--- src/rtl/sseg_scan_ctrl.sv ---
// sseg_scan_ctrl: multiplexed N-digit seven-segment scanner with double buffering, LZ blanking, anti-ghost blank and PWM dimming
// clk, reset         : clock, synchronous active-high reset
// data, dp, digit_en : staged on load, committed to the display at the next frame boundary
// lz_blank, brightness : live controls (leading-zero blanking, duty (brightness+1)/16)
// seg, dp_n, AN      : registered active-low cathodes/anodes
// digit_idx          : slot currently scanned; frame_tick pulses the cycle after each frame boundary
module sseg_scan_ctrl #(
  parameter int NUM_DIGITS   = 8,
  parameter int REFRESH_DIV  = 100000,
  parameter int BLANK_CYCLES = 64,
  parameter int IDX_W        = 3,
  parameter int CNT_W        = 17
) (
  input  logic                    clk,
  input  logic                    reset,
  input  logic [4*NUM_DIGITS-1:0] data,
  input  logic [NUM_DIGITS-1:0]   dp,
  input  logic [NUM_DIGITS-1:0]   digit_en,
  input  logic                    lz_blank,
  input  logic [3:0]              brightness,
  input  logic                    load,
  output logic [6:0]              seg,
  output logic                    dp_n,
  output logic [NUM_DIGITS-1:0]   AN,
  output logic [IDX_W-1:0]        digit_idx,
  output logic                    frame_tick
);
  logic [CNT_W-1:0]        pcnt_q, pcnt_d;
  logic [IDX_W-1:0]        idx_q, idx_d;
  logic [3:0]              pwm_q;
  logic                    stg_valid_q;
  logic [4*NUM_DIGITS-1:0] stg_data_q, act_data_q;
  logic [NUM_DIGITS-1:0]   stg_dp_q, stg_en_q, act_dp_q, act_en_q;
  logic [NUM_DIGITS-1:0]   an_q, an_d;
  logic [6:0]              seg_q, seg_d;
  logic                    dpn_q, dpn_d, ftick_q;
  logic                    slot_end, frame_end, commit, sup, lit;
  logic [3:0]              nib;

  function automatic logic [6:0] decode(input logic [3:0] h);
    case (h)
      4'h0: decode = 7'b1000000;
      4'h1: decode = 7'b1111001;
      4'h2: decode = 7'b0100100;
      4'h3: decode = 7'b0110000;
      4'h4: decode = 7'b0011001;
      4'h5: decode = 7'b0010010;
      4'h6: decode = 7'b0000010;
      4'h7: decode = 7'b1111000;
      4'h8: decode = 7'b0000000;
      4'h9: decode = 7'b0010000;
      4'hA: decode = 7'b0001000;
      4'hB: decode = 7'b0000011;
      4'hC: decode = 7'b1000110;
      4'hD: decode = 7'b0100001;
      4'hE: decode = 7'b0000110;
      default: decode = 7'b0001110;
    endcase
  endfunction

  always_comb begin
    slot_end  = pcnt_q == CNT_W'(REFRESH_DIV - 1);
    frame_end = slot_end && idx_q == IDX_W'(NUM_DIGITS - 1);
    commit    = frame_end && stg_valid_q;
    pcnt_d    = slot_end ? '0 : pcnt_q + 1'b1;
    idx_d     = frame_end ? '0 : slot_end ? idx_q + 1'b1 : idx_q;
    nib       = act_data_q[idx_q*4 +: 4];
    // digit k is a leading zero iff every nibble from k upward is zero
    sup       = lz_blank && idx_q != '0 && (act_data_q >> {idx_q, 2'b00}) == '0;
    lit       = pcnt_q >= CNT_W'(BLANK_CYCLES) && pwm_q <= brightness && act_en_q[idx_q] && !sup;
    an_d      = lit ? ~(NUM_DIGITS'(1) << idx_q) : '1;
    seg_d     = lit ? decode(nib) : 7'h7F;
    dpn_d     = lit ? ~act_dp_q[idx_q] : 1'b1;
  end

  always_ff @(posedge clk) begin
    if (reset) begin
      pcnt_q      <= '0;
      idx_q       <= '0;
      pwm_q       <= '0;
      stg_valid_q <= 1'b0;
      stg_data_q  <= '0;
      stg_dp_q    <= '0;
      stg_en_q    <= '1;
      act_data_q  <= '0;
      act_dp_q    <= '0;
      act_en_q    <= '1;
      an_q        <= '1;
      seg_q       <= 7'h7F;
      dpn_q       <= 1'b1;
      ftick_q     <= 1'b0;
    end else begin
      pcnt_q  <= pcnt_d;
      idx_q   <= idx_d;
      pwm_q   <= pwm_q + 1'b1;
      an_q    <= an_d;
      seg_q   <= seg_d;
      dpn_q   <= dpn_d;
      ftick_q <= frame_end;
      if (commit) begin
        act_data_q <= stg_data_q;
        act_dp_q   <= stg_dp_q;
        act_en_q   <= stg_en_q;
      end
      // a load on the commit edge refills staging for the following frame
      if (load) begin
        stg_data_q  <= data;
        stg_dp_q    <= dp;
        stg_en_q    <= digit_en;
        stg_valid_q <= 1'b1;
      end else if (commit) begin
        stg_valid_q <= 1'b0;
      end
    end
  end

  assign seg        = seg_q;
  assign dp_n       = dpn_q;
  assign AN         = an_q;
  assign digit_idx  = idx_q;
  assign frame_tick = ftick_q;
endmodule

--- config.mk ---
export PLATFORM = sky130hd
export DESIGN_NAME = sseg_scan_ctrl
export DESIGN_NICKNAME = d
export VERILOG_FILES = /design/src/rtl/sseg_scan_ctrl.sv
export SDC_FILE = /design/constraint.sdc
export NUM_CORES = 1
export LEC_CHECK = 0
export CORE_AREA = 2 2 93 140
export CTS_CLUSTER_SIZE = 12
export DETAILED_ROUTE_END_ITERATION = 12
export DIE_AREA = 0 0 95 142
export PLACE_DENSITY = 0.8
export SLEW_MARGIN = 5
export SYNTH_ARGS = -nofsm -noshare
export SYNTH_HDL_FRONTEND = slang
export SYNTH_SLANG_ARGS = --single-unit
--- constraint.sdc ---
create_clock -name clk -period 2.35 [get_ports clk]
set_input_delay 0.47 -clock clk [delete_from_list [all_inputs] [get_ports clk]]
set_output_delay 0.47 -clock clk [all_outputs]
set_load 0.01 [all_outputs]
==> metrics <==
status completed; Setup Skew approximately 12 ps; RSZ-0062 raised after global routing true; synth-to-layout area growth 26.86%; startpoint types flip-flop; Synth Flop Type dfxtp_1; share of total power in sequential cells ~46%; Final Hold Viols 0; CTS tree yes; IO Pins 76; syn avg cell area about 9 sq um; number of global-route vias before repair between 4000 and 5000; critical path required time ~2600 ps; internal power 0.004179 W; combinational share of power 5.2%; DR DRC count 0; power per cell area slightly below 700 mW/mm^2; DRT Wirelength roughly 14 mm; Hold Path Origin stg_data_q[1]; fraction of registers with async set/reset 0%; global-route wire length before repair between 20 and 25 mm; post-placement worst setup slack -266.5 ps; Core ar. roughly 0.012 sq mm; Unique masters post-synth between 50 and 60; Crit. Startpoint digit_idx[0]; Final HPWL DP slightly below 10 mm; syn_nets 730; hold buffer count at CTS 0; GRT Residual Overflow 0; count of buffers from port buffering 75; hold slack final 455.1 ps; # fillers 1005; setup violators final 0; switch share between 20% and 30%; Worst-path clk slew roughly 60 ps; Worst Hold Class flip-flop to flip-flop; flops & latches, synth ~140; final core utilization between 60% and 70%; post-synthesis sequential area ratio a little under half; Synth Instances 656; number of enable flip-flop cells after synthesis 0; CTS max path bufs 2; H-tree Lvls 4; critical path capture point type flip-flop; antenna cells 0; Total GRT Usage approximately a fifth; Root Buffer clkbuf_16; Worst EP arrival between 2000 and 3000 ps; final critical-path share of the clock period between 90% and 100%; initial antenna violation count 0; Layout Nets around 810; via count around 5000; share of cells above drive strength 1 ~11%; largest net degree at the start of global routing just under 80; fin worst setup slack about 84 ps; final max-slew violation count 0; Switch Pwr roughly 0.0011 W; remaining antenna violation count after routing 0; Slew @ Worst Pin between 700 and 800 ps; worst-path maximum fanout 10; Max-slew headroom between 40% and 50%; post-DR wirelength/cell approximately 15 microns; Pre-Repair DR Iteration Count 5; Crit Reg-Reg Startpoint digit_idx[0]; vias per inst between 5 and 6; clock latency on the worst-skew pair 420 ps; peak supply drop roughly 0.00048 V; Die Wd roughly 95 microns; clk sinks roughly 140; total CTS buffers 17; Clk network pwr share between 40% and 50%; FP Rows 50; fin crit period between 2000 and 2500 ps; MaxCap Viol Count 0; Die H 142 microns; die area between 0.01 and 0.015 sq mm; CP Class flip-flop to flip-flop; area of the mapped netlist ~0.0060 sq mm; yosys synthesis warning count 0; gpl congestion between 0.9 and 1; Leakage roughly 3.0 nW; maximum clock rate roughly 440 MHz; initial core utilization between 40 and 50%; Iteration-0 DRC Markers 288
==> flip-flops by register name (all words and copies together), names as in the netlist, 3 cells and up <==
register / cells
act_dp_q: 8
act_en_q: 8
digit_idx: 3
pcnt_q: 17
stg_en_q: 8
stg_data_q: 32
seg: 7
AN: 8
act_data_q: 32
stg_dp_q: 8
pwm_q: 4
==> cells in the final DEF, fill, tap and decap left out, types with 4 or more instances in the layout <==
master / n
nand2_1: 115
nor2_1: 86
nor2b_1: 12
and3_1: 4
xor2_1: 10
clkbuf_8: 4
a211o_1: 12
dfxtp_1: 136
buf_4: 25
xnor2_1: 7
buf_12: 4
nor3_1: 10
inv_1: 10
nor4_1: 5
a21oi_1: 45
mux2i_1: 46
nand3b_1: 9
nand3_1: 14
clkdlybuf4s50_1: 73
mux4_2: 9
ha_1: 17
nand4_1: 14
clkbuf_16: 18
==> routing by layer <==
layer  track usage [%]  vias up  wire, microns  part of all wire [%]
li1                  -     2434              -                     -
met1             23.68     2389           5526                    41
met2             38.26      129           7280                    53
met3             5.508       30            552                   4.0
met4             8.162        0            270                   2.0
met5                 0        -              0                     0
==> power by group through the flow <==
stage | clock network [W] | registers [W] | logic [W]
after detailed placement | 0 | 0.00249 | 0.000276
after global placement | 0 | 0.00248 | 0.000264
after global routing | 0.00269 | 0.00244 | 0.000304
final | 0.00256 | 0.00244 | 0.000276
after CTS | 0.00260 | 0.00244 | 0.000278
after floorplan | 0 | 0.00248 | 0.000151
==> logic make-up (layout without fill, tap and decap cells) <==
group           count (synthesis)  after routing  synth area share, %
flops                         138            138                45.98
buf+inv                        53            149                3.894
compound gates                 85             85                9.579
simple gates                  285            285                21.47
xor+xnor                       17             17                2.478
mux                            60             60                12.85
fa+ha+maj                      18             18                3.749
==> worst paths after layout <==
kind,endpoint,slack [ps],depth (start not counted)
worst max-delay path,seg[6],80,8
worst min-delay path,act_data_q[1],460,2
worst max register to register,seg[6],80,8
worst min register to register,act_data_q[1],460,2
==> synth_stat cells, drive strengths merged (2+ instances only) <==
library cell | number | area (sq um)
nand2 | 115 | 431.7
dfxtp | 138 | 2763
a211o | 12 | 105.1
or2 | 4 | 27.53
o2111ai | 3 | 43.80
xnor2 | 7 | 61.31
nor2b | 12 | 75.07
o21a | 3 | 22.52
a31oi | 2 | 12.51
o21ai | 2 | 10.00
a211oi | 2 | 15.01
a32o | 2 | 20.02
nand3 | 14 | 70.07
mux4 | 11 | 255.2
clkbuf | 20 | 75.07
and4 | 2 | 17.52
ha | 18 | 225.2
a21oi | 45 | 225.2
a2111oi | 2 | 17.52
nor2 | 87 | 329.1
nor3 | 10 | 50.05
o211ai | 3 | 27.52
nand3b | 9 | 67.56
nor4 | 6 | 52.55
buf | 20 | 110.1
nand4 | 14 | 87.58
and3 | 4 | 25.02
a221oi | 2 | 17.52
or3 | 2 | 12.51
mux2i | 48 | 505.5
xor2 | 10 | 87.58
and2 | 2 | 15.02
inv | 13 | 48.79
==> per-stage QoR <==
| step | std cells | power, W | cell area [sq um] | TNS, ps |
|---|---|---|---|---|
| 2_1_floorplan | 656 | 0.002626 | 6031 | 0 |
| 3_3_place_gp | 873 | 0.002749 | 6999 | -2338 |
| 3_5_place_dp | 873 | 0.002764 | 6999 | -3266 |
| 4_1_cts | 904 | 0.005316 | 7579 | 0 |
| 5_1_grt | 908 | 0.005439 | 7622 | -31.25 |
| 6_report | 908 | 0.005272 | 7622 | 0 |
==> worst max-delay path, cell delays in order, from the launching register on <==
cell       delay (ps)
dfxtp_4           360
buf_4             130
buf_4             170
inv_1             260
mux4_2            370
a32o_1            250
o2111ai_4         140
o211ai_2          160
a211o_1           300
==> timing repair <==
item                                   in CTS  in global routing
setup endpoints to repair                   1                 47
pin swaps                                   0                  1
setup buffers                               0                  4
resized for setup                           1                  2
endpoints found under the hold margin       0                  0
==> area by class of cell <==
type | instances | area [sq um] | share of cell area, %
multi-input combinational | 465 | 3015 | 39.56
sequential | 138 | 2770 | 36.34
timing repair buffer | 105 | 1016 | 13.33
clock buffer | 25 | 516.7 | 6.779
tap | 156 | 195.2 | 2.561
clock inverter | 6 | 60.06 | 0.7879
inverter | 13 | 48.80 | 0.6402
No activity file was read; power rests on OpenSTA's default activity.
